===== src/rtl/rf_wb_arbiter_if.sv =====
// rtl/rf_wb_arbiter_if.sv - write-port arbiter / scoreboard signal bundle
//
// Groups every non-clock/reset signal of rf_wb_arbiter.
//   master : pipeline + mul/div + decode side (drives requests, sees results)
//   slave  : the arbiter itself
// Signals:
//   a_wr/a_addr/a_data          pipeline writeback request (no backpressure)
//   b_valid/b_addr/b_data       mul/div result, held until b_ready
//   b_ready                     mul/div result accepted this cycle
//   sb_set/sb_set_addr          mul/div dispatch reservation
//   q_addr1/q_addr2             decode source registers
//   hazard1/hazard2             source register reserved
//   pipe_stall                  registered forced stall of the writeback stage
//   sb_err                      sticky double-reservation flag
//   wr/addr3/data3              register-file write port
interface rf_wb_arbiter_if;
    logic        a_wr;
    logic [4:0]  a_addr;
    logic [31:0] a_data;
    logic        b_valid;
    logic [4:0]  b_addr;
    logic [31:0] b_data;
    logic        b_ready;
    logic        sb_set;
    logic [4:0]  sb_set_addr;
    logic [4:0]  q_addr1;
    logic [4:0]  q_addr2;
    logic        hazard1;
    logic        hazard2;
    logic        pipe_stall;
    logic        sb_err;
    logic        wr;
    logic [4:0]  addr3;
    logic [31:0] data3;

    modport master (
        output a_wr, a_addr, a_data,
        output b_valid, b_addr, b_data,
        input  b_ready,
        output sb_set, sb_set_addr,
        output q_addr1, q_addr2,
        input  hazard1, hazard2,
        input  pipe_stall, sb_err,
        input  wr, addr3, data3
    );

    modport slave (
        input  a_wr, a_addr, a_data,
        input  b_valid, b_addr, b_data,
        output b_ready,
        input  sb_set, sb_set_addr,
        input  q_addr1, q_addr2,
        output hazard1, hazard2,
        output pipe_stall, sb_err,
        output wr, addr3, data3
    );
endinterface


===== src/rtl/rf_wb_arbiter.sv =====
// rtl/rf_wb_arbiter.sv - register-file write-port arbiter with mul/div destination scoreboard
//
// Ports:
//   clk    rising-edge clock
//   reset  asynchronous, active-low; clears FSM, counter, scoreboard, sb_err
//   bus    rf_wb_arbiter_if.slave (see interface file for signal list)
// Parameter:
//   STARVE_LIMIT  consecutive blocked mul/div cycles before a forced stall (2..15)
module rf_wb_arbiter #(
    parameter int STARVE_LIMIT = 4
) (
    input  logic           clk,
    input  logic           reset,
    rf_wb_arbiter_if.slave bus
);

    typedef enum logic [1:0] {
        S_IDLE  = 2'd0,
        S_WAIT  = 2'd1,
        S_FORCE = 2'd2
    } state_t;

    localparam logic [3:0] CNT_LAST = 4'(STARVE_LIMIT - 1);

    state_t      state;
    state_t      state_nxt;
    logic [3:0]  cnt;
    logic [3:0]  cnt_nxt;
    logic [31:1] busy;
    logic        sb_err_q;

    logic        a_req;
    logic        force_grant;
    logic        blocked;
    logic        b_accept;
    logic [31:0] busy_full;
    logic [31:0] set_mask;
    logic [31:0] clr_mask;
    logic        dup_set;

    // Writes to $0 from the pipeline never occupy the port.
    assign a_req       = bus.a_wr & (bus.a_addr != 5'd0);
    assign force_grant = (state == S_FORCE);
    assign blocked     = bus.b_valid & a_req & ~force_grant;

    // ------------------------------------------------------------------
    // FSM: state register
    // ------------------------------------------------------------------
    always_ff @(posedge clk or negedge reset) begin
        if (!reset) begin
            state <= S_IDLE;
            cnt   <= 4'd0;
        end else begin
            state <= state_nxt;
            cnt   <= cnt_nxt;
        end
    end

    // ------------------------------------------------------------------
    // FSM: next state; cnt counts blocked cycles seen so far in this run
    // ------------------------------------------------------------------
    always_comb begin
        state_nxt = state;
        cnt_nxt   = cnt;
        unique case (state)
            S_IDLE: begin
                if (blocked) begin
                    state_nxt = S_WAIT;
                    cnt_nxt   = 4'd1;
                end
            end
            S_WAIT: begin
                if (!blocked) begin
                    state_nxt = S_IDLE;
                    cnt_nxt   = 4'd0;
                end else if (cnt == CNT_LAST) begin
                    state_nxt = S_FORCE;
                end else begin
                    cnt_nxt = cnt + 4'd1;
                end
            end
            S_FORCE: begin
                // Single-cycle stall; the next run must start from scratch,
                // which is what keeps stall pulses STARVE_LIMIT+1 apart.
                state_nxt = S_IDLE;
                cnt_nxt   = 4'd0;
            end
            default: begin
                state_nxt = S_IDLE;
                cnt_nxt   = 4'd0;
            end
        endcase
    end

    // ------------------------------------------------------------------
    // FSM outputs and write-port mux
    // ------------------------------------------------------------------
    always_comb begin
        bus.pipe_stall = force_grant;
        bus.b_ready    = force_grant | ~a_req;
        bus.wr         = 1'b0;
        bus.addr3      = 5'd0;
        bus.data3      = 32'd0;
        if (force_grant) begin
            // The pipeline holds its A write this cycle, so A is dropped.
            if (bus.b_valid) begin
                bus.wr    = 1'b1;
                bus.addr3 = bus.b_addr;
                bus.data3 = bus.b_data;
            end
        end else if (a_req) begin
            bus.wr    = 1'b1;
            bus.addr3 = bus.a_addr;
            bus.data3 = bus.a_data;
        end else if (bus.b_valid) begin
            bus.wr    = 1'b1;
            bus.addr3 = bus.b_addr;
            bus.data3 = bus.b_data;
        end
    end

    // ------------------------------------------------------------------
    // Destination scoreboard
    // ------------------------------------------------------------------
    assign b_accept  = bus.b_valid & bus.b_ready;
    // Bit 0 is a constant zero so $0 lookups need no special case.
    assign busy_full = {busy, 1'b0};
    assign set_mask  = (bus.sb_set && bus.sb_set_addr != 5'd0) ? (32'd1 << bus.sb_set_addr) : 32'd0;
    assign clr_mask  = (b_accept && bus.b_addr != 5'd0) ? (32'd1 << bus.b_addr) : 32'd0;
    assign dup_set   = |(set_mask & busy_full);

    always_ff @(posedge clk or negedge reset) begin
        if (!reset) begin
            busy     <= '0;
            sb_err_q <= 1'b0;
        end else begin
            // Set is applied after clear so a same-cycle set wins.
            busy <= (busy & ~clr_mask[31:1]) | set_mask[31:1];
            if (dup_set) begin
                sb_err_q <= 1'b1;
            end
        end
    end

    assign bus.sb_err  = sb_err_q;
    assign bus.hazard1 = busy_full[bus.q_addr1];
    assign bus.hazard2 = busy_full[bus.q_addr2];

endmodule


===== src/flat_wrapper.sv =====
// flat-port wrapper written by rule: the top's interface ports become plain ports
module rf_wb_arbiter_flat 
#(
    parameter int STARVE_LIMIT = 4
)
  (clk, reset, bus_a_wr, bus_a_addr, bus_a_data, bus_b_valid, bus_b_addr, bus_b_data, bus_b_ready, bus_sb_set, bus_sb_set_addr, bus_q_addr1, bus_q_addr2, bus_hazard1, bus_hazard2, bus_pipe_stall, bus_sb_err, bus_wr, bus_addr3, bus_data3);
  rf_wb_arbiter_if bus_i ();
  input  logic clk;
  input  logic reset;
  input wire logic [$bits(bus_i.a_wr)-1:0] bus_a_wr;
  input wire logic [$bits(bus_i.a_addr)-1:0] bus_a_addr;
  input wire logic [$bits(bus_i.a_data)-1:0] bus_a_data;
  input wire logic [$bits(bus_i.b_valid)-1:0] bus_b_valid;
  input wire logic [$bits(bus_i.b_addr)-1:0] bus_b_addr;
  input wire logic [$bits(bus_i.b_data)-1:0] bus_b_data;
  output wire logic [$bits(bus_i.b_ready)-1:0] bus_b_ready;
  input wire logic [$bits(bus_i.sb_set)-1:0] bus_sb_set;
  input wire logic [$bits(bus_i.sb_set_addr)-1:0] bus_sb_set_addr;
  input wire logic [$bits(bus_i.q_addr1)-1:0] bus_q_addr1;
  input wire logic [$bits(bus_i.q_addr2)-1:0] bus_q_addr2;
  output wire logic [$bits(bus_i.hazard1)-1:0] bus_hazard1;
  output wire logic [$bits(bus_i.hazard2)-1:0] bus_hazard2;
  output wire logic [$bits(bus_i.pipe_stall)-1:0] bus_pipe_stall;
  output wire logic [$bits(bus_i.sb_err)-1:0] bus_sb_err;
  output wire logic [$bits(bus_i.wr)-1:0] bus_wr;
  output wire logic [$bits(bus_i.addr3)-1:0] bus_addr3;
  output wire logic [$bits(bus_i.data3)-1:0] bus_data3;
  assign bus_i.a_wr = bus_a_wr;
  assign bus_i.a_addr = bus_a_addr;
  assign bus_i.a_data = bus_a_data;
  assign bus_i.b_valid = bus_b_valid;
  assign bus_i.b_addr = bus_b_addr;
  assign bus_i.b_data = bus_b_data;
  assign bus_b_ready = bus_i.b_ready;
  assign bus_i.sb_set = bus_sb_set;
  assign bus_i.sb_set_addr = bus_sb_set_addr;
  assign bus_i.q_addr1 = bus_q_addr1;
  assign bus_i.q_addr2 = bus_q_addr2;
  assign bus_hazard1 = bus_i.hazard1;
  assign bus_hazard2 = bus_i.hazard2;
  assign bus_pipe_stall = bus_i.pipe_stall;
  assign bus_sb_err = bus_i.sb_err;
  assign bus_wr = bus_i.wr;
  assign bus_addr3 = bus_i.addr3;
  assign bus_data3 = bus_i.data3;
  rf_wb_arbiter #(.STARVE_LIMIT(STARVE_LIMIT)) u_core (.clk(clk), .reset(reset), .bus(bus_i));
endmodule

===== config.mk =====
export PLATFORM = sky130hd
export DESIGN_NAME = rf_wb_arbiter_flat
export DESIGN_NICKNAME = d
export VERILOG_FILES = /design/src/rtl/rf_wb_arbiter_if.sv /design/src/rtl/rf_wb_arbiter.sv /design/src/flat_wrapper.sv
export SDC_FILE = /design/constraint.sdc
export NUM_CORES = 1
export LEC_CHECK = 0
export ABC_CLOCK_PERIOD_IN_PS = 9400
export CORE_MARGIN = 2
export CORE_UTILIZATION = 30
export CTS_CLUSTER_DIAMETER = 80
export DETAILED_ROUTE_END_ITERATION = 10
export SYNTH_ARGS = -nofsm -noshare
export SYNTH_HDL_FRONTEND = slang
export SYNTH_SLANG_ARGS = --single-unit

===== constraint.sdc =====
create_clock -name clk -period 9.4 [get_ports clk]
set_clock_uncertainty 0.15 [all_clocks]
set_input_delay 2.82 -clock clk [delete_from_list [all_inputs] [get_ports clk]]
set_output_delay 2.82 -clock clk [all_outputs]
set_load 0.005 [all_outputs]

# Word-level counts from Yosys, hierarchy flattened
# Index checks and enable logic that the tools add are counted.
word_totals:
  regBits: 38
  mem_bits_rw: 0
  mem_count: 0
  word_cells: 58
  romBits: 0
  latch_bits: 0
  output_inout_bits: 43
classes:
  order_cmp: 2
  n_eq_ne: 6
  reduce_logical: 9
  mul: 0
  div_mod_pow: 0
  add_sub_neg: 1
  n_shift: 2
  bitwise: 11
  muxes: 23
op_table:
  columns: ["operator", "count"]
  rows:
  - ["$mux W32", 5]
  - ["$shl A1 B5 Y32 const A", 2]
  - ["$and A32 B32 Y32", 1]
  - ["$reduce_or A32 Y1", 1]
  - ["$and A31 B31 Y31", 1]
  - ["$not A31 Y31", 1]
  - ["$or A31 B31 Y31", 1]
  - ["$mux W5", 3]
  - ["$reduce_bool A5 Y1", 3]
  - ["$lt A5 B6 Y1 const B", 2]
  - ["$mux W4", 3]
  - ["$bmux W1 S5", 2]
  - ["$pmux W4 S2", 1]
  - ["$mux W2", 3]
  - ["$ne A3 B3 Y1 const B", 2]
  - ["$mux W1", 5]
  - ["$add A4 B1 Y4 const B", 1]
  - ["$and A1 B1 Y1", 4]
  - ["$eq A4 B2 Y1 const B", 1]
  - ["$pmux W2 S2", 1]
  - ["$reduce_and A2 Y1", 2]
  - ["$eq A2 B1 Y1 const B", 1]
  - ["$eq A2 B2 Y1 const B", 1]
  - ["$logic_and A1 B1 Y1", 2]
  - ["other kinds (4)", 5]

# Depth between registers and ports, before layout
logic_depth:
  word_depth: 10
  ltp_mapped: 7

# Least setup slack after synthesis
# OpenSTA, ideal clock, no wires.
synth_path:
  path_kind: "input-to-output"
  start: "input bus_a_addr[3]"
  end: "output bus_data3[11]"
  cell_stages: 7
  required_time_ns: 6.430
  slack_ns: 2.308
  t_arrival_ns: 4.122
  path_cell_list: "or4_4 > o211a_4 > clkinv_2 > buf_6 > buf_6 > nand3_1 > nand2_1"
synth_via:
  elab_chain_cells: 4
synth_lines:
  columns: ["element", "line", "source"]
  rows:
  - ["start, declared", "flat_wrapper.sv:11", "input wire logic [$bits(bus_i.a_addr)-1:0] bus_a_addr;"]
  - ["$reduce_bool A5 Y1", "rf_wb_arbiter.sv:42", "assign a_req = bus.a_wr & (bus.a_addr != 5'd0);"]
  - ["$and A1 B1 Y1", "rf_wb_arbiter.sv:42", null]
  - ["$mux W32", "rf_wb_arbiter.sv:111", "end else if (a_req) begin"]
  - ["$mux W32", "rf_wb_arbiter.sv:104", "if (force_grant) begin"]
  - ["end, declared", "flat_wrapper.sv:27", "output wire logic [$bits(bus_i.data3)-1:0] bus_data3;"]
# No other way between the ends.

# Worst setup path in the final report
layout_path:
  start: "input bus_a_addr[3]"
  end: "output bus_data3[6]"
# Same word-level chain as after synthesis.

==> run_results.csv <==
group,metric,value,unit
synth,synth_edf_count,0,
critical_path,path_max_fanout,44,
place,dp_slack,860,ps
critical_path,worst_setup_path_end_kind,"output port",
critical_path,rr_worst_depth,6,
critical_path,critPathRequiredTime,6430,ps
clock_network,cts.path.max_buffers,2,
clock_network,cts_tree,"yes",
timing,hold_viol,0,
global_route,antenna_found_initial,0,
synth,synth_ff_type,"dfrtp_1",
timing,fmax,117,MHz
hold_path,hp-class,"flip-flop to flip-flop",
run_status,status,"complete, no violations",
floorplanning,chipWidth,107,um
global_route,use_met1,26.0,%
synth,syn_nets,475,
power_and_ir_drop,powerDensity,130,nW/um2
floorplanning,coreArea,10300,um2
floorplanning,fp.dieArea,11400,um2
clock_network,ctsHoldBuffers,0,
critical_path,critPathKind,"input pin to output port",
critical_path,path_cells,"clkdlybuf4s50_1 -> or4_4 -> o211a_4 -> clkinv_2 -> nand3_1 -> nand2_1 -> clkdlybuf4s50_1",
synth,syn_area_per_cell,8.34,um2
clock_network,cts_buffers,5,
synth,ys_async_sr_fraction,100,%
synth,yosys_warnings,0,
global_route,grt_pass1_vias,3509,
finish,nNetsFinal,597,
global_route,busiest_layer,"met2",
clock_network,clk_root_buffer_cell,"clkbuf_8",
timing,tns,0,ps
floorplanning,placement_rows,37,
global_route,grtUsageMet2,35.0,%
routing,drtAntennaViolNets,0,
floorplanning,die_y,107,um
place,portBuffers,136,
global_route,grt.overflow.total,0,
synth,synth_seq_cells,38,
timing,fin_ws,844,ps
critical_path,cp_common_cell,"clkdlybuf4s50_1",
routing,wl,11700,um
timing,rsz0062_at_grt,"no",
floorplanning,ios,137,
finish,drive_gt1_share,7.55,%
hold_path,holdPathStages,1,
routing,drt_iter0_drc,256,
global_route,use_met3,5.59,%
finish,post-route-util,45.5,%
critical_path,critPathSlowestCell,"clkdlybuf4s50_1",
synth,ys_seq_area_share,30.0,%
routing,drt-wirelength-per-cell,18.3,um
clock_network,clk_latency,300,ps
global_route,grt_max_degree,46,
floorplanning,start_util,30.8,%
timing,min_period,8560,ps
critical_path,timing.rr.end,"u_core.busy[16]",
critical_path,worst_setup_path_start_kind,"input pin",
timing,slew_violations,0,
critical_path,worst_path_largest_cell_delay,570,ps
timing,worstMarginPinSlew,748,ps
clock_network,cts_htree_levels,2,
finish,n_antenna_cell,0,
timing,holdWs,409,ps
synth,synth_cell_types,56,
power_and_ir_drop,leakage,1.89,nW
critical_path,arrival,5590,ps
routing,drt_pre_antenna_iters,4,
timing,finalSetupViolCount,0,
clock_network,cts.sink_count,38,
synth,syn_area,3170,um2
hold_path,hold-path-endpoint,"u_core.busy[11]",
finish,syn_to_final_growth,47.6,%
clock_network,clk_pin_slew,70,ps
synth,netlist_instances,380,
routing,num_vias,3490,
critical_path,reg2reg_from,"u_core.state[0]",
global_route,grt_pass1_wl,18500,um
timing,period_share,91.0,%
timing,relSlewSlack,50.0,%
global_route,track_usage,20.8,%
place,gp_congestion,0.869,
clock_network,post_cts_buffers,0,
place,hpwlAfterDp,9240,um
routing,vias_per_cell,5.46,
hold_path,min_from,"u_core.busy[11]",
clock_network,cts_resized,0,
critical_path,r2r_setup_slack,6630,ps
power_and_ir_drop,peakVddDrop,0.0000659,V
job,maxCapViolCount,0,
routing,drc,0,
worst max-delay path, delay by kind of cell:
kind | cells | cell delay (ps)
AOI/OAI and AO/OA | 1 | 430
buffers and inverters | 3 | 1490
and+or+nand+nor | 3 | 840
synth_stat cells (3+ instances only):
master,count,area (um2)
nand2_1,93,349
nand3_1,46,230
dfrtp_1,38,951
o21ai_0,25,125
mux4_2,16,360
nor2_1,14,52.6
buf_2,13,65.1
mux2i_1,11,110
o2bb2ai_1,11,96.3
inv_1,9,33.8
nand2b_1,9,56.3
a21oi_1,8,40.0
buf_6,6,67.6
a22o_1,5,43.8
a31oi_1,5,31.3
and3_1,5,31.3
nand3b_1,5,37.5
nor3b_1,5,37.5
o21ai_1,5,25.0
and2_1,3,18.8
clkbuf_1,3,11.3
nor3_1,3,15.0
area by class of cell:
type | instances | area (um2)
inverter | 10 | 38.8
timing repair buffer | 138 | 1380
tap | 136 | 170
clock buffer | 5 | 68.8
fill | 1026 | 5600
multi-input combinational | 309 | 2030
sequential | 38 | 951
clock inverter | 3 | 40.0
worst max-delay path by stage:
stage | cells after the start | from | end | slack, ps
after floorplan | 7 | bus_a_addr[3] | bus_data3[11] | 2310
after global placement | 7 | bus_a_addr[3] | bus_data3[2] | 880
after CTS | 7 | bus_a_addr[3] | bus_data3[2] | 840
after global routing | 6 | bus_a_addr[0] | bus_addr3[0] | 720
after detailed placement | 7 | bus_a_addr[3] | bus_data3[6] | 860
final | 7 | bus_a_addr[3] | bus_data3[6] | 840
layer usage:
metal / vias to the layer above / routed length (um)
met5: - / 0
met4: 0 / 300
met3: 26 / 1110
met2: 174 / 5650
met1: 1652 / 4620
li1: 1638 / -
placed cells by master, fill, tap and decap left out, types with 3 or more instances in the layout:
cell | synthesis | layout
o2bb2ai_1 | 11 | 11
nor3_1 | 3 | 3
a22o_1 | 5 | 5
o21ai_1 | 5 | 5
and3_1 | 5 | 5
a31oi_1 | 5 | 5
inv_1 | 9 | 9
nand2b_1 | 9 | 9
clkdlybuf4s50_1 | 0 | 136
a21oi_1 | 8 | 8
nor2_1 | 14 | 14
nand2_1 | 93 | 93
nand3_1 | 46 | 46
clkbuf_8 | 0 | 5
and2_1 | 3 | 3
o21ai_0 | 25 | 25
clkinv_2 | 1 | 3
mux4_2 | 16 | 16
nand3b_1 | 5 | 5
mux2i_1 | 11 | 11
dfrtp_1 | 38 | 38
nor3b_1 | 5 | 5
flip-flops by register name, summed over array words and instances (netlist names):
| signal | count |
|---|---|
| u_core.bus.sb_err | 1 |
| u_core.busy | 31 |
| u_core.cnt | 4 |
| u_core.state | 2 |
per-stage QoR:
step                      std cells  area [um2]  power (mW)
final                           639        4680       0.606
after global routing            639        4680       0.641
after CTS                       639        4680       0.608
after detailed placement        631        4570       0.468
after global placement          631        4570       0.462
after floorplan                 380        3170       0.352
kinds of logic (layout without fill, tap and decap cells):
family | count (synthesis) | count (layout) | synth area share, %
fa+ha+maj | 1 | 1 | 0.395
compound gates | 78 | 78 | 17.0
simple gates | 199 | 199 | 30.6
xor+xnor | 2 | 2 | 0.553
mux | 29 | 29 | 15.6
buf+inv | 33 | 156 | 5.88
flops | 38 | 38 | 30.0
power breakdown:
| group | total (mW) | switching (mW) | internal [mW] | leakage, nW |
|---|---|---|---|---|
| logic | 0.223 | 0.0880 | 0.135 | 1.38 |
| clock network | 0.140 | 0.0616 | 0.0782 | 0.0579 |
| registers | 0.244 | 0.0463 | 0.197 | 0.457 |
| total | 0.606 | 0.196 | 0.410 | 1.89 |
No activity file was read; power rests on OpenSTA's default activity.
